### config.mk
export PLATFORM = sky130hd
export DESIGN_NAME = sync_gen
export DESIGN_NICKNAME = d
export VERILOG_FILES = /design/src/rtl/video_pkg.sv /design/src/rtl/sync_axis.sv /design/src/rtl/sync_gen.sv
export SDC_FILE = /design/constraint.sdc
export NUM_CORES = 1
export LEC_CHECK = 0
export ABC_AREA = 1
export BUFFER_PORTS_ARGS = -buffer_cell sky130_fd_sc_hd__buf_2
export CAP_MARGIN = 5
export CORE_MARGIN = 3
export CORE_UTILIZATION = 45
export DETAILED_ROUTE_END_ITERATION = 10
export PLACE_DENSITY = 0.66
export SLEW_MARGIN = 10
export SYNTH_ARGS = -nofsm -noshare
export SYNTH_HDL_FRONTEND = slang
export SYNTH_HIERARCHICAL = 1
export SYNTH_SLANG_ARGS = --single-unit
### constraint.sdc
create_clock -name clk_pix -period 2.06 [get_ports clk_pix]
set_input_delay 0.206 -clock clk_pix [delete_from_list [all_inputs] [get_ports clk_pix]]
set_output_delay 0.206 -clock clk_pix [all_outputs]
set_load 0.1 [all_outputs]
### src/rtl/video_pkg.sv
// Shared video timing types and mode constants for the display path.
package video_pkg;

    localparam int COORD_W = 13;

    typedef struct packed {
        logic [COORD_W-1:0] h_res;
        logic [COORD_W-1:0] h_fp;
        logic [COORD_W-1:0] h_sync;
        logic [COORD_W-1:0] h_bp;
        logic               h_pol;
        logic [COORD_W-1:0] v_res;
        logic [COORD_W-1:0] v_fp;
        logic [COORD_W-1:0] v_sync;
        logic [COORD_W-1:0] v_bp;
        logic               v_pol;
    } video_timing_t;

    localparam video_timing_t MODE_VGA_640x480 = '{
        h_res: 13'd640,  h_fp: 13'd16,  h_sync: 13'd96,  h_bp: 13'd48,  h_pol: 1'b0,
        v_res: 13'd480,  v_fp: 13'd10,  v_sync: 13'd2,   v_bp: 13'd33,  v_pol: 1'b0
    };

    localparam video_timing_t MODE_XGA_1024x768 = '{
        h_res: 13'd1024, h_fp: 13'd24,  h_sync: 13'd136, h_bp: 13'd160, h_pol: 1'b0,
        v_res: 13'd768,  v_fp: 13'd3,   v_sync: 13'd6,   v_bp: 13'd29,  v_pol: 1'b0
    };

    localparam video_timing_t MODE_HD_1280x720 = '{
        h_res: 13'd1280, h_fp: 13'd110, h_sync: 13'd40,  h_bp: 13'd220, h_pol: 1'b1,
        v_res: 13'd720,  v_fp: 13'd5,   v_sync: 13'd5,   v_bp: 13'd20,  v_pol: 1'b1
    };

endpackage

### src/rtl/sync_axis.sv
// One timing axis: wrapping counter with sync and active flags decoded from the next count.
// Latency: flags registered alongside the count, so they describe the presented count; holds when inc is low.
module sync_axis
    import video_pkg::*;
#(
    parameter int RES  = 1024,
    parameter int FP   = 24,
    parameter int SYNC = 136,
    parameter int BP   = 160,
    parameter int POL  = 0
)(
    input  logic               clk_pix,
    input  logic               rst_n,
    input  logic               inc,
    output logic [COORD_W-1:0] cnt,
    output logic               wrap,
    output logic               sync,
    output logic               act
);

    localparam int TOTAL = RES + FP + SYNC + BP;
    localparam logic [COORD_W-1:0] LAST     = COORD_W'(TOTAL - 1);
    localparam logic [COORD_W-1:0] ACT_END  = COORD_W'(RES);
    localparam logic [COORD_W-1:0] SYNC_ON  = COORD_W'(RES + FP);
    localparam logic [COORD_W-1:0] SYNC_OFF = COORD_W'(RES + FP + SYNC);
    localparam logic SYNC_ASSERT = (POL != 0);

    logic [COORD_W-1:0] cnt_nxt;

    assign wrap    = (cnt == LAST);
    assign cnt_nxt = wrap ? '0 : cnt + COORD_W'(1);

    // Decode from cnt_nxt so the registered flags line up with the registered count.
    always_ff @(posedge clk_pix or negedge rst_n) begin
        if (!rst_n) begin
            cnt  <= LAST;
            sync <= !SYNC_ASSERT;
            act  <= 1'b0;
        end else if (inc) begin
            cnt  <= cnt_nxt;
            act  <= (cnt_nxt < ACT_END);
            sync <= ((cnt_nxt >= SYNC_ON) && (cnt_nxt < SYNC_OFF)) ? SYNC_ASSERT : !SYNC_ASSERT;
        end
    end

endmodule

### src/rtl/sync_gen.sv
// Pixel-timing generator: h/v counters, syncs, active flag, line/frame strobes and frame counter.
// Latency: zero cycles from counter to decoded flags; ce low holds all state and suppresses strobes.
module sync_gen
    import video_pkg::*;
#(
    parameter int H_RES  = 1024,
    parameter int H_FP   = 24,
    parameter int H_SYNC = 136,
    parameter int H_BP   = 160,
    parameter int V_RES  = 768,
    parameter int V_FP   = 3,
    parameter int V_SYNC = 6,
    parameter int V_BP   = 29,
    parameter int H_POL  = 0,
    parameter int V_POL  = 0
)(
    input  logic               clk_pix,
    input  logic               rst_n,
    input  logic               ce,
    output logic [COORD_W-1:0] h,
    output logic [COORD_W-1:0] v,
    output logic               hsync,
    output logic               vsync,
    output logic               active,
    output logic               line_start,
    output logic               frame_start,
    output logic [15:0]        frame_count
);

    localparam int H_TOTAL = H_RES + H_FP + H_SYNC + H_BP;
    localparam int V_TOTAL = V_RES + V_FP + V_SYNC + V_BP;

    if (H_TOTAL > 8191 || V_TOTAL > 8191) begin : g_bad_mode
        $error("sync_gen: mode totals exceed the 13-bit coordinate range");
    end

    // Async assert, synchronised release.
    logic [1:0] rst_sr;
    logic       rst_int;

    always_ff @(posedge clk_pix or negedge rst_n) begin
        if (!rst_n) rst_sr <= 2'b00;
        else        rst_sr <= {rst_sr[0], 1'b1};
    end
    assign rst_int = rst_sr[1];

    logic h_wrap, v_wrap, h_act, v_act;

    sync_axis #(.RES(H_RES), .FP(H_FP), .SYNC(H_SYNC), .BP(H_BP), .POL(H_POL)) u_h_axis (
        .clk_pix (clk_pix),
        .rst_n   (rst_int),
        .inc     (ce),
        .cnt     (h),
        .wrap    (h_wrap),
        .sync    (hsync),
        .act     (h_act)
    );

    sync_axis #(.RES(V_RES), .FP(V_FP), .SYNC(V_SYNC), .BP(V_BP), .POL(V_POL)) u_v_axis (
        .clk_pix (clk_pix),
        .rst_n   (rst_int),
        .inc     (ce & h_wrap),
        .cnt     (v),
        .wrap    (v_wrap),
        .sync    (vsync),
        .act     (v_act)
    );

    assign active = h_act & v_act;

    // A wrap on this edge means the next presented position is column 0 / origin.
    always_ff @(posedge clk_pix or negedge rst_int) begin
        if (!rst_int) begin
            line_start  <= 1'b0;
            frame_start <= 1'b0;
            frame_count <= 16'd0;
        end else begin
            line_start  <= ce & h_wrap;
            frame_start <= ce & h_wrap & v_wrap;
            if (ce && h_wrap && v_wrap)
                frame_count <= frame_count + 16'd1;
        end
    end

endmodule

Word level (Yosys, flattened, before mapping)
Cells that the tools add are included.
{"block": "classes", "reduce_logical": 4, "addsub": 3, "magnitude_cmp": 6, "bitwise": 3, "muxes": 4, "n_eq_ne": 2}
{"cell": "adder 13 x 1 -> 13 bit (second input constant)", "n": 2}
{"cell": "less-than comparator 13 x 10 -> 1 bit (second input constant)", "n": 2}
{"cell": "less-than comparator 13 x 11 -> 1 bit (second input constant)", "n": 2}
{"cell": "2-to-1 mux 13 bit", "n": 2}
{"cell": "adder 16 x 1 -> 16 bit (second input constant)", "n": 1}
{"cell": "== test 13 x 10 -> 1 bit (second input constant)", "n": 1}
{"cell": "== test 13 x 11 -> 1 bit (second input constant)", "n": 1}
{"cell": ">= comparator 13 x 10 -> 1 bit (second input constant)", "n": 1}
{"cell": ">= comparator 13 x 11 -> 1 bit (second input constant)", "n": 1}
{"cell": "logical AND 1 bit", "n": 4}
{"cell": "bitwise AND 1 bit", "n": 3}
{"cell": "2-to-1 mux 1 bit", "n": 2}
{"block": "word_totals", "out_inout_bits": 47, "inputBits": 3, "register_bits": 50, "wordCells": 32}

Logic depth before layout (Yosys ltp)
Gate-level depths: netlist of run 1.
{"block": "depth", "depth_word": 5, "mapped_depth": 14, "depth_no_buf": 14}

By module
Netlist of run 1, hierarchy kept.
{"mod": "sync_axis (u_h_axis)", "instances": 1, "area_each_um2": 1008.5, "seq_area_each_um2": 386.6, "cells_per_inst": 136}
{"mod": "sync_axis (u_v_axis)", "instances": 1, "area_each_um2": 1003.5, "seq_area_each_um2": 382.9, "cells_per_inst": 139}
{"mod": "sync_gen", "instances": 1, "area_each_um2": 988.4, "seq_area_each_um2": 500.5, "cells_per_inst": 113}

Least setup slack after synthesis of run 1
Ideal clock, no wire load.
{"block": "synth_path", "kind": "register to register", "start": "register u_h_axis.cnt[0]", "end": "register u_v_axis.sync", "t_required_ps": 1988, "synth_period_minus_slack_ps": 2501, "stages_incl_launch_ff": 15, "arrival_time_ps": 2429, "path_buffers": 0, "slack_ps": -441, "path_cell_list": "dfstp_2 ha_1 nand3_4 nor2_4 nand3_4 inv_1 nand2_1 inv_1 inv_1 a21oi_1 nand3_2 nor2_2 nand3_1 nand2_1 inv_1"}
{"block": "synth_via", "elab_chain_cells": 2}
{"item": "start: declaration", "line": "sync_axis.sv:15", "source": "output logic [COORD_W-1:0] cnt,"}
{"item": "start signal: assignment", "line": "sync_axis.sv:40", "source": "cnt <= cnt_nxt;"}
{"item": "== test 13 x 11 -> 1 bit", "line": "sync_axis.sv:30", "source": "assign wrap = (cnt == LAST);"}
{"item": "named net h_wrap", "line": "sync_gen.sv:47", "source": "logic h_wrap, v_wrap, h_act, v_act;"}
{"item": "bitwise AND 1 bit", "line": "sync_gen.sv:62", "source": ".inc (ce & h_wrap),"}
{"item": "end signal: assignment", "line": "sync_axis.sv:37", "source": "sync <= !SYNC_ASSERT;"}
{"item": "end signal: assignment", "line": "sync_axis.sv:42", "source": "sync <= ((cnt_nxt >= SYNC_ON) && (cnt_nxt < SYNC_OFF)) ? SYNC_ASSERT : !SYNC_ASSERT;"}
{"item": "end: declaration", "line": "sync_axis.sv:17", "source": "output logic sync,"}
The timed path passes the listed nets, and every way through them passes these cells.
A chain may end at the register's enable or synchronous reset.

Final worst setup path of run 1
{"block": "layout_path", "start": "register u_h_axis.cnt[0]", "end": "register frame_count[8]"}
{"block": "layout_via", "elab_chain_cells": 3}
{"item": "== test 13 x 11 -> 1 bit", "line": "sync_axis.sv:30"}
{"item": "named net h_wrap", "line": "sync_gen.sv:47"}
{"item": "logical AND 1 bit (2 in a row)", "line": "sync_gen.sv:80", "source": "if (ce && h_wrap && v_wrap)"}
{"item": "end signal: assignment", "line": "sync_gen.sv:81", "source": "frame_count <= frame_count + 16'd1;"}
{"item": "end: declaration", "line": "sync_gen.sv:27", "source": "output logic [15:0] frame_count"}
The timed path passes the listed nets, and every way through them passes these cells.

==> impl_metrics.csv, run 1 <==
group,metric,value,unit
global_route,grt_pass1_vias,2425,
clock_network,cts_buffers,5,
placed_design,routabilityCongestion,0.856,
global_route,antenna_found_initial,0,
layout,layout-drive-gt1-share,31.4,%
sta,timing.final.hold_violations,0,
setup_path,r2r_start,"u_h_axis/cnt[0]",
logic_synthesis,synth_warnings,6,
clock_network,clock_sinks,50,
pwr,ir_worst_vdd,395,µV
pwr,p_leak,1.68,nW
setup_path,cp_cell_sequence,"ha_4 -> nand3_4 -> nor2_4 -> nand3_4 -> inv_2 -> nand3_4 -> nor2_4 -> nand2_1 -> o21ai_1 -> nand2_1",
route,ant_nets,0,
sta,setup_viol,0,
logic_synthesis,synth_area,3000,µm²
route,routed-wl-met2,3140,µm
logic_synthesis,ys_ff_latch,50,
setup_path,worstPathRequired,2.26,ns
layout,nNetsFinal,455,
clock_network,cts_max_level,2,
run_status,status,"finished, final reports clean",
setup_path,rrSetupSlack,0.13,ns
route,wl_met3,254,µm
setup_path,critPathKind,"flip-flop to flip-flop",
global_route,grt_usage,18.1,%
layout,layout.cells.non_filler,526,
setup_path,r2r-end,"frame_count[8]",
run,maxCapViolCount,0,
route,top_layer,"met4",
route,drt_drc_violations_left,0,
floorplan,coreArea,6420,µm²
logic_synthesis,avgSynthCellArea,7.73,µm²
min_path,hold_class,"flip-flop to async pin",
setup_path,crit_arrival,2.13,ns
placed_design,place_inst,515,
clock_network,cts_tree,"yes",
floorplan,dieArea,7680,µm²
floorplan,dieWidth,87.7,µm
sta,fin_ws,0.130,ns
layout,final_cell_mix,"nand2_1 (111), buf_2 (49), inv_1 (41)",
route,drt-met1-wl,3060,µm
route,num_vias,2599,
floorplan,start_util,46.7,%
clock_network,ctsRootBufferMaster,"clkbuf_8",
setup_path,startpoint_type,"flip-flop",
floorplan,ios,50,
clock_network,cts_buffer_depth,2,
layout,seq_area,1290,µm²
setup_path,path_delay_family,"simple AND/OR/NAND/NOR gates",
logic_synthesis,synth.net_count,395,
setup_path,critPathCaptureType,"flip-flop",
placed_design,pre_cts_ws,0.0559,ns
route,avgRoutedWirePerCell,12.3,µm
setup_path,path_common_cell,"nand3_4",
route,viasPerCell,4.94,
clock_network,clk_pin_slew_worst_paths,0.10,ns
setup_path,slowest_delay,0.66,ns
setup_path,slowest_stage,"dfstp_4",
layout,fill_cells,621,
layout,diodes,0,
sta,fmax,518,MHz
sta,min_period,1.93,ns
floorplan,die_y,87.7,µm
floorplan,rows,29,
sta,skew,0.0100,ns
sta,min_period_over_period,93.7,%
setup_path,critical_path_buf_inv_count,1,
global_route,grt_max_degree,40,
global_route,grt_pass1_wl,11200,µm
logic_synthesis,ys_seq_area_share,42.3,%
setup_path,path_max_fanout,7,
layout,area_delta_synth_final,18.1,%
sta,report.final.slew_viol_count,0,
logic_synthesis,synth.distinct_cells,31,
placed_design,dpl.hpwl,5060,µm
route,drt_first_pass_iters,4,
route,drt-total-wl,6500,µm
layout,layout_commonest_cell,"nand2_1",
setup_path,r2r_cells,10,
clock_network,clk_latency,0.30,ns
route,drt-initial-drc-count,116,
pwr,p_per_area,767,nW/µm²
logic_synthesis,synthCells,388,
global_route,overflow,0,
placed_design,io_buffers,49,
layout,multiInputGateArea,1540,µm²
-- cell families after synthesis --
kind of cell / Yosys count / synth area share (%)
AO/OA/AOI/OAI: 38 / 6.92
AND/OR/NAND/NOR: 224 / 37.4
flip-flops: 50 / 42.3
adder cells (fa/ha/maj): 4 / 1.67
XOR/XNOR: 15 / 4.38
buffers and inverters: 56 / 7.13
other: 1 / 0.125
-- worst reg2reg max path: cells and delay by family, from the launching register on --
family,cells,cell delay (ns)
adder cells (fa/ha/maj),1,0.15
buffers and inverters,1,0.08
AO/OA/AOI/OAI,1,0.14
AND/OR/NAND/NOR,7,0.79
flip-flops,1,0.66
-- area by class of cell --
cell class | instances | share of cell area (%)
clock buffer | 5 | 1.94
clock inverter | 3 | 0.565
inverter | 51 | 5.54
multi-input combinational | 282 | 43.5
sequential | 50 | 36.5
tap | 77 | 2.72
timing repair buffer | 58 | 9.25
-- synth_stat cells, drive strengths merged --
| master | instances | area (µm²) |
|---|---|---|
| buf | 1 | 7.51 |
| inv | 49 | 184 |
| nand2 | 121 | 479 |
| o22ai | 1 | 6.26 |
| xor2 | 13 | 114 |
| nor3 | 7 | 46.3 |
| ha | 4 | 50.1 |
| o21ai | 28 | 148 |
| clkinv | 2 | 7.51 |
| or2 | 1 | 6.26 |
| nand3 | 40 | 280 |
| dfstp | 15 | 394 |
| dfrtp | 35 | 876 |
| nor2 | 47 | 262 |
| conb | 1 | 3.75 |
| o311ai | 1 | 8.76 |
| o21a | 1 | 7.51 |
| a21oi | 6 | 30.0 |
| o21bai | 1 | 7.51 |
| xnor2 | 2 | 17.5 |
| nand4 | 8 | 50.1 |
| clkbuf | 4 | 15.0 |
-- through the flow --
stage               hold WS, ns  setup TNS (ns)  utilization (%)  power (mW)  area (µm²)
floorplan               -0.0896          -0.765                -        2.01        3060
global placement       -0.00826               0             53.3        2.14        3420
detailed placement     -0.00747               0             53.3        2.16        3420
CTS                       0.151               0             54.8        2.76        3520
global route              0.162        -0.00904             55.2        2.87        3540
finish                    0.138               0             55.2        2.72        3540
-- metal layers --
metal  track usage (%)  vias to the layer above
li1                  -                     1348
met5                 0                        -
met4              4.32                        0
met2              29.7                       44
met3              2.73                        4
met1              25.3                     1203
-- worst max-delay path by stage --
stage                                from               to  cells past startpoint
after global routing      u_h_axis/cnt[0]  frame_count[13]                     12
after detailed placement  u_h_axis/cnt[0]   frame_count[8]                     10
after floorplan           u_h_axis/cnt[1]  frame_count[14]                     12
after CTS                 u_h_axis/cnt[0]   frame_count[8]                     10
final                     u_h_axis/cnt[0]   frame_count[8]                     10
after global placement    u_h_axis/cnt[1]  frame_count[13]                     12
-- sequential cells by signal, summed over array words and instances (netlist names), 2 cells and up --
signal	cells
rst_sr	2
u_v_axis/cnt	13
u_h_axis/cnt	13
frame_count	16
-- where the power goes --
part / switching (mW) / internal [mW] / leakage (nW)
clock network: 0.345 / 0.240 / 0.0422
logic: 0.745 / 0.169 / 1.04
registers: 0.113 / 1.10 / 0.604
-- what timing repair did --
action,in CTS,in global routing
setup buffers,0,2
setup endpoints to repair,0,7
resized for setup,0,3
hold buffers,1,0
hold endpoints to repair,2,0
Note: power is estimated with default switching activity, not from simulation.
==> run 2, diff against run 1 <==
--- a/config.mk
+++ b/config.mk
@@ -10,10 +10,10 @@
 export CAP_MARGIN = 5
 export CORE_MARGIN = 3
 export CORE_UTILIZATION = 45
+export CTS_CLUSTER_SIZE = 16
 export DETAILED_ROUTE_END_ITERATION = 10
 export PLACE_DENSITY = 0.66
 export SLEW_MARGIN = 10
 export SYNTH_ARGS = -nofsm -noshare
 export SYNTH_HDL_FRONTEND = slang
-export SYNTH_HIERARCHICAL = 1
 export SYNTH_SLANG_ARGS = --single-unit
==> constraint.sdc (replaced) <==
create_clock -name clk_pix -period 2.17 [get_ports clk_pix]
set_input_delay 0.217 -clock clk_pix [delete_from_list [all_inputs] [get_ports clk_pix]]
set_output_delay 0.217 -clock clk_pix [all_outputs]
set_load 0.1 [all_outputs]
==> run 2 against run 1 <==
Routed wire length rose by 2.0%. Synthesized area fell by 1.5%. Clock power rose by 2%. Die area fell by 1.4%. Global-route usage rose by 0.12 points. First-iteration DRC count fell by 34%. Via count rose by 0.42%. Power rose by 6.5%. Maximum frequency fell by 5.2%. Critical path depth rose by 3. Largest power group unchanged. Highest routed layer unchanged.
==> impl_metrics.csv, run 2 <==
group,metric,value,unit
run_status,status,"finished, final reports clean",
setup_path,critPathKind,"flip-flop to flip-flop",
route,drt_drc_violations_left,0,
global_route,busiest_layer,"met2",
setup_path,path_delay_family,"simple AND/OR/NAND/NOR gates",
sta,skew,0.0117,ns
layout,multiInputGateArea,1470,µm²
logic_synthesis,ys_seq_area_share,43.0,%
placed_design,io_buffers,49,
clock_network,clk_pin_slew_worst_paths,0.09,ns
pwr,p_per_area,829,nW/µm²
floorplan,dieArea,7580,µm²
logic_synthesis,yosysTopAreaCell,"dfrtp_1",
setup_path,path_max_fanout,6,
global_route,grt_pass1_vias,2387,
setup_path,path_common_cell,"nand2_1",
sta,rsz0062_at_grt,"false",
floorplan,rows,28,
logic_synthesis,yosys.area.top_type_share,29.6,%
global_route,use_met3,3.12,%
global_route,grt_max_degree,28,
setup_path,slowest_stage,"dfstp_4",
logic_synthesis,synth_ff_type,"dfrtp_1",
logic_synthesis,avgSynthCellArea,7.48,µm²
sta,slew-limit-headroom,65.7,%
floorplan,start_util,48.2,%
setup_path,slowest_delay,0.66,ns
route,drt-total-wl,6630,µm
logic_synthesis,synth_area,2960,µm²
pwr,ir_worst_vdd,862,µV
setup_path,worstPathRequired,2.41,ns
sta,timing.final.hold_violations,0,
placed_design,place_area,3350,µm²
layout,top_register,"frame_count",
floorplan,die_y,87.0,µm
clock_network,cts_max_level,2,
floorplan,dieWidth,87.0,µm
global_route,grt_pass1_wl,11100,µm
sta,report.final.slew_viol_count,0,
setup_path,critical_path_buf_inv_count,1,
sta,setup_viol,0,
route,ant_nets,0,
global_route,grt_usage,18.3,%
min_path,hold_class,"input port to async pin",
pwr,p_leak,1.82,nW
global_route,antenna_found_initial,0,
logic_synthesis,synth_commonest_cells,"nand2_1 (111), inv_1 (52), nor2_1 (39)",
sta,min_period,2.04,ns
placed_design,dpl.hpwl,5160,µm
global_route,globalRouteMet2Util,30.1,%
layout,fill_cells,615,
clock_network,clk_latency,0.30,ns
layout,area_delta_synth_final,18.2,%
route,drt-initial-drc-count,76,
floorplan,ios,50,
logic_synthesis,synth_edf_count,0,
sta,finalSetupTns,0,ns
run,maxCapViolCount,0,
logic_synthesis,synth.distinct_cells,35,
layout,final_area,3490,µm²
global_route,overflow,0,
layout,seq_area,1280,µm²
layout,final_cell_mix,"nand2_1 (111), inv_1 (52), buf_2 (49)",
layout,nNetsFinal,462,
route,avgRoutedWirePerCell,12.5,µm
setup_path,cp_cell_sequence,"ha_4 -> nand3_2 -> nor2_4 -> nand3_4 -> buf_4 -> nand3_1 -> nand2_1 -> nand2_1 -> nand2_1 -> nor2_1 -> nand2_1 -> nand2_1 -> nand2_1",
clock_network,cts_buffer_depth,2,
logic_synthesis,synthMostInstantiatedCell,"nand2_1",
placed_design,routabilityCongestion,0.880,
clock_network,clock_sinks,50,
floorplan,coreArea,6130,µm²
logic_synthesis,synthCells,395,
logic_synthesis,ys_top_cells_by_area,"dfrtp_1 (30%), nand2_1 (14%), dfstp_2 (13%)",
setup_path,critPathCaptureType,"flip-flop",
sta,whs,0.217,ns
logic_synthesis,synth-async-reset-ratio,100,%
layout,diodes,0,
layout,largest_reg_flops,16,
route,drt_first_pass_iters,6,
layout,top_regs,"frame_count: 16 flops, u_h_axis.cnt: 13 flops, u_v_axis.cnt: 13 flops",
logic_synthesis,synth_warnings,0,
sta,min_period_over_period,93.8,%
sta,worst_slew_pin_slew,0.514,ns
layout,layout_commonest_cell,"nand2_1",
logic_synthesis,synth.net_count,402,
global_route,met1_usage,24.8,%
clock_network,cts_tree,"yes",
setup_path,crit_arrival,2.27,ns
layout,layout-drive-gt1-share,21.7,%
setup_path,startpoint_type,"flip-flop",
clock_network,cts_buffers,5,
route,num_vias,2610,
route,viasPerCell,4.92,
clock_network,ctsRootBufferMaster,"clkbuf_8",
logic_synthesis,ys_ff_latch,50,
sta,fmax,491,MHz
-- run 2: cell count changes after synthesis, sizes merged, moves of 2 or more --
cell	previous run	this run
nand3b	0	2
nand3	40	38
nand2	121	114
xor2	13	18
inv	49	54
nor2	47	44
a21oi	6	1
o21ai	28	34
-- run 2: routing by layer --
| layer | vias up | part of all wire, % |
|---|---|---|
| met5 | - | 0 |
| li1 | 1375 | - |
| met4 | 0 | 1.0 |
| met2 | 51 | 46 |
| met1 | 1180 | 48 |
| met3 | 4 | 4.4 |
-- run 2: repair_timing --
action / CTS / global route
hold buffers: 1 / 0
resized for setup: 0 / 2
hold endpoints to repair: 2 / 0
setup endpoints to repair: 0 / 2
buffers inserted: 0 / 3
-- run 2: stage by stage --
step / util (%) / setup slack (ns) / total power, mW / std cells
after floorplan: - / 0.00661 / 2.13 / 395
after global placement: 54.6 / 0.199 / 2.30 / 519
after detailed placement: 54.6 / 0.141 / 2.32 / 519
after CTS: 56.5 / 0.113 / 2.93 / 528
after global routing: 57.0 / 0.00133 / 3.06 / 531
final: 57.0 / 0.135 / 2.89 / 531
-- run 2: kinds of logic (layout without fill, tap and decap cells) --
kind of cell / after synthesis / in the layout / share of synthesized area, %
simple gates: 217 / 217 / 33.4
buf+inv: 60 / 121 / 7.79
flops: 50 / 50 / 43.0
compound gates: 41 / 41 / 7.45
xor+xnor: 21 / 21 / 6.22
fa+ha+maj: 4 / 4 / 1.69
other cells: 1 / 1 / 0.127
mux: 1 / 1 / 0.339
-- run 2: path summary, 6_finish.rpt --
check	start	to	slack [ns]	cells after the start
max	u_h_axis.cnt[0]	u_h_axis.sync	0.13	13
max in group asynchronous	rst_sr[1]	u_h_axis.sync	1.34	1
min	rst_n	rst_sr[1]	0.22	2
max reg2reg	u_h_axis.cnt[0]	u_h_axis.sync	0.13	13
min reg2reg	rst_sr[1]	u_v_axis.cnt[10]	0.24	0
min in group clk_pix	ce	u_h_axis.sync	0.22	3
-- run 2: area by class of cell --
type	instances	area share (%)
Clock inverter	1	0.251
Timing Repair Buffer	58	9.49
Clock buffer	7	2.76
Inverter	55	5.98
Multi-Input combinational cell	285	42.1
Tap cell	75	2.69
Sequential cell	50	36.7
-- run 2: power breakdown --
| group | internal (mW) | total [mW] | switching, mW |
|---|---|---|---|
| combinational | 0.199 | 1.09 | 0.889 |
| clock | 0.292 | 0.595 | 0.303 |
| sequential | 1.07 | 1.21 | 0.137 |
==> run 3, diff against run 2 <==
--- a/config.mk
+++ b/config.mk
@@ -10,6 +10,7 @@
 export CAP_MARGIN = 5
 export CORE_MARGIN = 3
 export CORE_UTILIZATION = 45
+export CTS_BUF_LIST = sky130_fd_sc_hd__clkbuf_4
 export CTS_CLUSTER_SIZE = 16
 export DETAILED_ROUTE_END_ITERATION = 10
 export PLACE_DENSITY = 0.66
==> run 3 against run 2 <==
Utilization shrank 0.67 points. Final cell count is the same. Clock-buffer cell count shrank 2. Flip-flop and latch count is the same. Critical path type unchanged. Critical endpoint unchanged. Highest routed layer unchanged.
==> impl_metrics.csv, run 3 (synthesis gave the netlist of run 2 again) <==
group,metric,value,unit
run_status,status,"finished, final reports clean",
setup_path,slowest_stage,"dfstp_4",
sta,skew,0.0193,ns
sta,min_period_over_period,93.3,%
global_route,overflow,0,
floorplan,dieWidth,87.0,µm
setup_path,critPathKind,"flip-flop to flip-flop",
route,drt_drc_violations_left,0,
pwr,p_leak,1.80,nW
clock_network,ctsRootBufferMaster,"clkbuf_4",
clock_network,cts_buffers,5,
floorplan,coreArea,6130,µm²
global_route,grt_max_degree,28,
clock_network,clk_pin_slew_worst_paths,0.15,ns
route,ant_nets,0,
clock_network,cts_buffer_depth,2,
layout,final_cell_mix,"nand2_1 (111), inv_1 (52), buf_2 (49)",
floorplan,die_y,87.0,µm
layout,area_delta_synth_final,16.8,%
route,num_vias,2631,
placed_design,io_buffers,49,
sta,min_period,2.03,ns
global_route,antenna_found_initial,0,
setup_path,worstPathRequired,2.49,ns
floorplan,rows,28,
sta,fmax,494,MHz
clock_network,clk_latency,0.36,ns
layout,multiInputGateArea,1480,µm²
sta,slew-limit-headroom,65.9,%
route,drt_first_pass_iters,6,
layout,largest_reg_flops,16,
setup_path,path_max_fanout,6,
sta,timing.final.hold_violations,0,
setup_path,crit_arrival,2.34,ns
pwr,p_per_area,789,nW/µm²
layout,final_core_util,56.3,%
setup_path,slowest_delay,0.68,ns
min_path,hold_class,"input port to flip-flop",
global_route,grt_usage,18.2,%
layout,top_regs,"frame_count: 16 flops, u_h_axis.cnt: 13 flops, u_v_axis.cnt: 13 flops",
placed_design,routabilityCongestion,0.880,
route,drt-total-wl,6600,µm
pwr,ir_worst_vdd,862,µV
sta,rsz0062_at_grt,"false",
clock_network,cts_max_level,2,
setup_path,critPathCaptureType,"flip-flop",
setup_path,path_common_cell,"nand2_1",
sta,report.final.slew_viol_count,0,
global_route,grt_pass1_wl,11100,µm
layout,nNetsFinal,462,
sta,finalSetupTns,0,ns
clock_network,clock_sinks,50,
floorplan,start_util,48.2,%
layout,seq_area,1280,µm²
layout,diodes,0,
setup_path,path_delay_family,"simple AND/OR/NAND/NOR gates",
clock_network,cts_tree,"yes",
route,drt-initial-drc-count,79,
layout,top_register,"frame_count",
setup_path,cp_cell_sequence,"ha_4 -> nand3_4 -> nor2_4 -> nand3_4 -> buf_4 -> nand3_1 -> nand2_1 -> nand2_1 -> nand2_1 -> nor2_1 -> nand2_1 -> nand2_1 -> nand2_1",
sta,setup_viol,0,
route,viasPerCell,4.95,
floorplan,ios,50,
floorplan,dieArea,7580,µm²
route,avgRoutedWirePerCell,12.4,µm
setup_path,startpoint_type,"flip-flop",
sta,worst_slew_pin_slew,0.511,ns
global_route,grt_pass1_vias,2385,
layout,layout_commonest_cell,"nand2_1",
layout,fill_cells,619,
placed_design,dpl.hpwl,5160,µm
layout,layout-drive-gt1-share,21.5,%
run,maxCapViolCount,0,
setup_path,critical_path_buf_inv_count,1,
## run 3: cell types whose count changed in the layout (fill, tap and decap cells not counted), sizes merged
| cell | before | now |
|---|---|---|
| clkbuf | 7 | 5 |
| clkinv | 2 | 4 |
## run 3: worst paths after layout
kind / from / end / slack [ns] / depth (start not counted)
max in group asynchronous: rst_sr[1] / u_h_axis.sync / 1.35 / 1
hold / removal: ce / u_h_axis.sync / 0.14 / 3
setup reg to reg: u_h_axis.cnt[0] / u_h_axis.sync / 0.14 / 13
setup / recovery: u_h_axis.cnt[0] / u_h_axis.sync / 0.14 / 13
min in group asynchronous: rst_n / rst_sr[1] / 0.15 / 2
hold reg to reg: rst_sr[1] / u_h_axis.cnt[11] / 0.23 / 0
## run 3: what timing repair did
item / in CTS / in global routing
hold endpoints to repair: 2 / 0
gates resized for setup: 0 / 4
hold buffers: 1 / 0
setup endpoints to repair: 0 / 3
setup buffers: 0 / 3
## run 3: power by group
group	internal (mW)	switching [mW]
clock network	0.122	0.291
registers	1.07	0.143
logic	0.203	0.891
## run 3: final cells by class
type / count / share of cell area [%]
Timing Repair Buffer: 58 / 9.60
Clock buffer: 5 / 1.09
Sequential cell: 50 / 37.2
Tap cell: 75 / 2.72
Inverter: 55 / 6.05
Multi-Input combinational cell: 285 / 42.9
Clock inverter: 3 / 0.471
## run 3: per-layer routing
| metal | track usage [%] | wire [µm] | vias to the layer above |
|---|---|---|---|
| met3 | 3.41 | 284 | 6 |
| met1 | 25.0 | 3190 | 1189 |
| met4 | 3.97 | 57 | 0 |
| li1 | - | - | 1378 |
| met5 | 0 | 0 | - |
| met2 | 29.8 | 3060 | 58 |
## run 3: stage by stage
stage | std cells | power, mW | setup slack, ns | area, µm² | hold WS [ns]
after global routing | 531 | 2.88 | 0.0356 | 3450 | 0.112
after CTS | 528 | 2.74 | 0.0969 | 3410 | 0.118
final | 531 | 2.72 | 0.144 | 3450 | 0.142
after floorplan | 395 | 2.13 | 0.00661 | 2980 | -0.0786
after detailed placement | 519 | 2.32 | 0.141 | 3350 | 0.00445
after global placement | 519 | 2.30 | 0.199 | 3350 | 0.00326
## run 3: worst reg2reg max path, stage by stage (launching register included)
cell and delay (ns):
dfstp_4 0.68, ha_4 0.15, nand3_4 0.11, nor2_4 0.17, nand3_4 0.15, buf_4 0.18, nand3_1 0.08, nand2_1 0.09
nand2_1 0.06, nand2_1 0.04, nor2_1 0.09, nand2_1 0.07, nand2_1 0.06, nand2_1 0.05
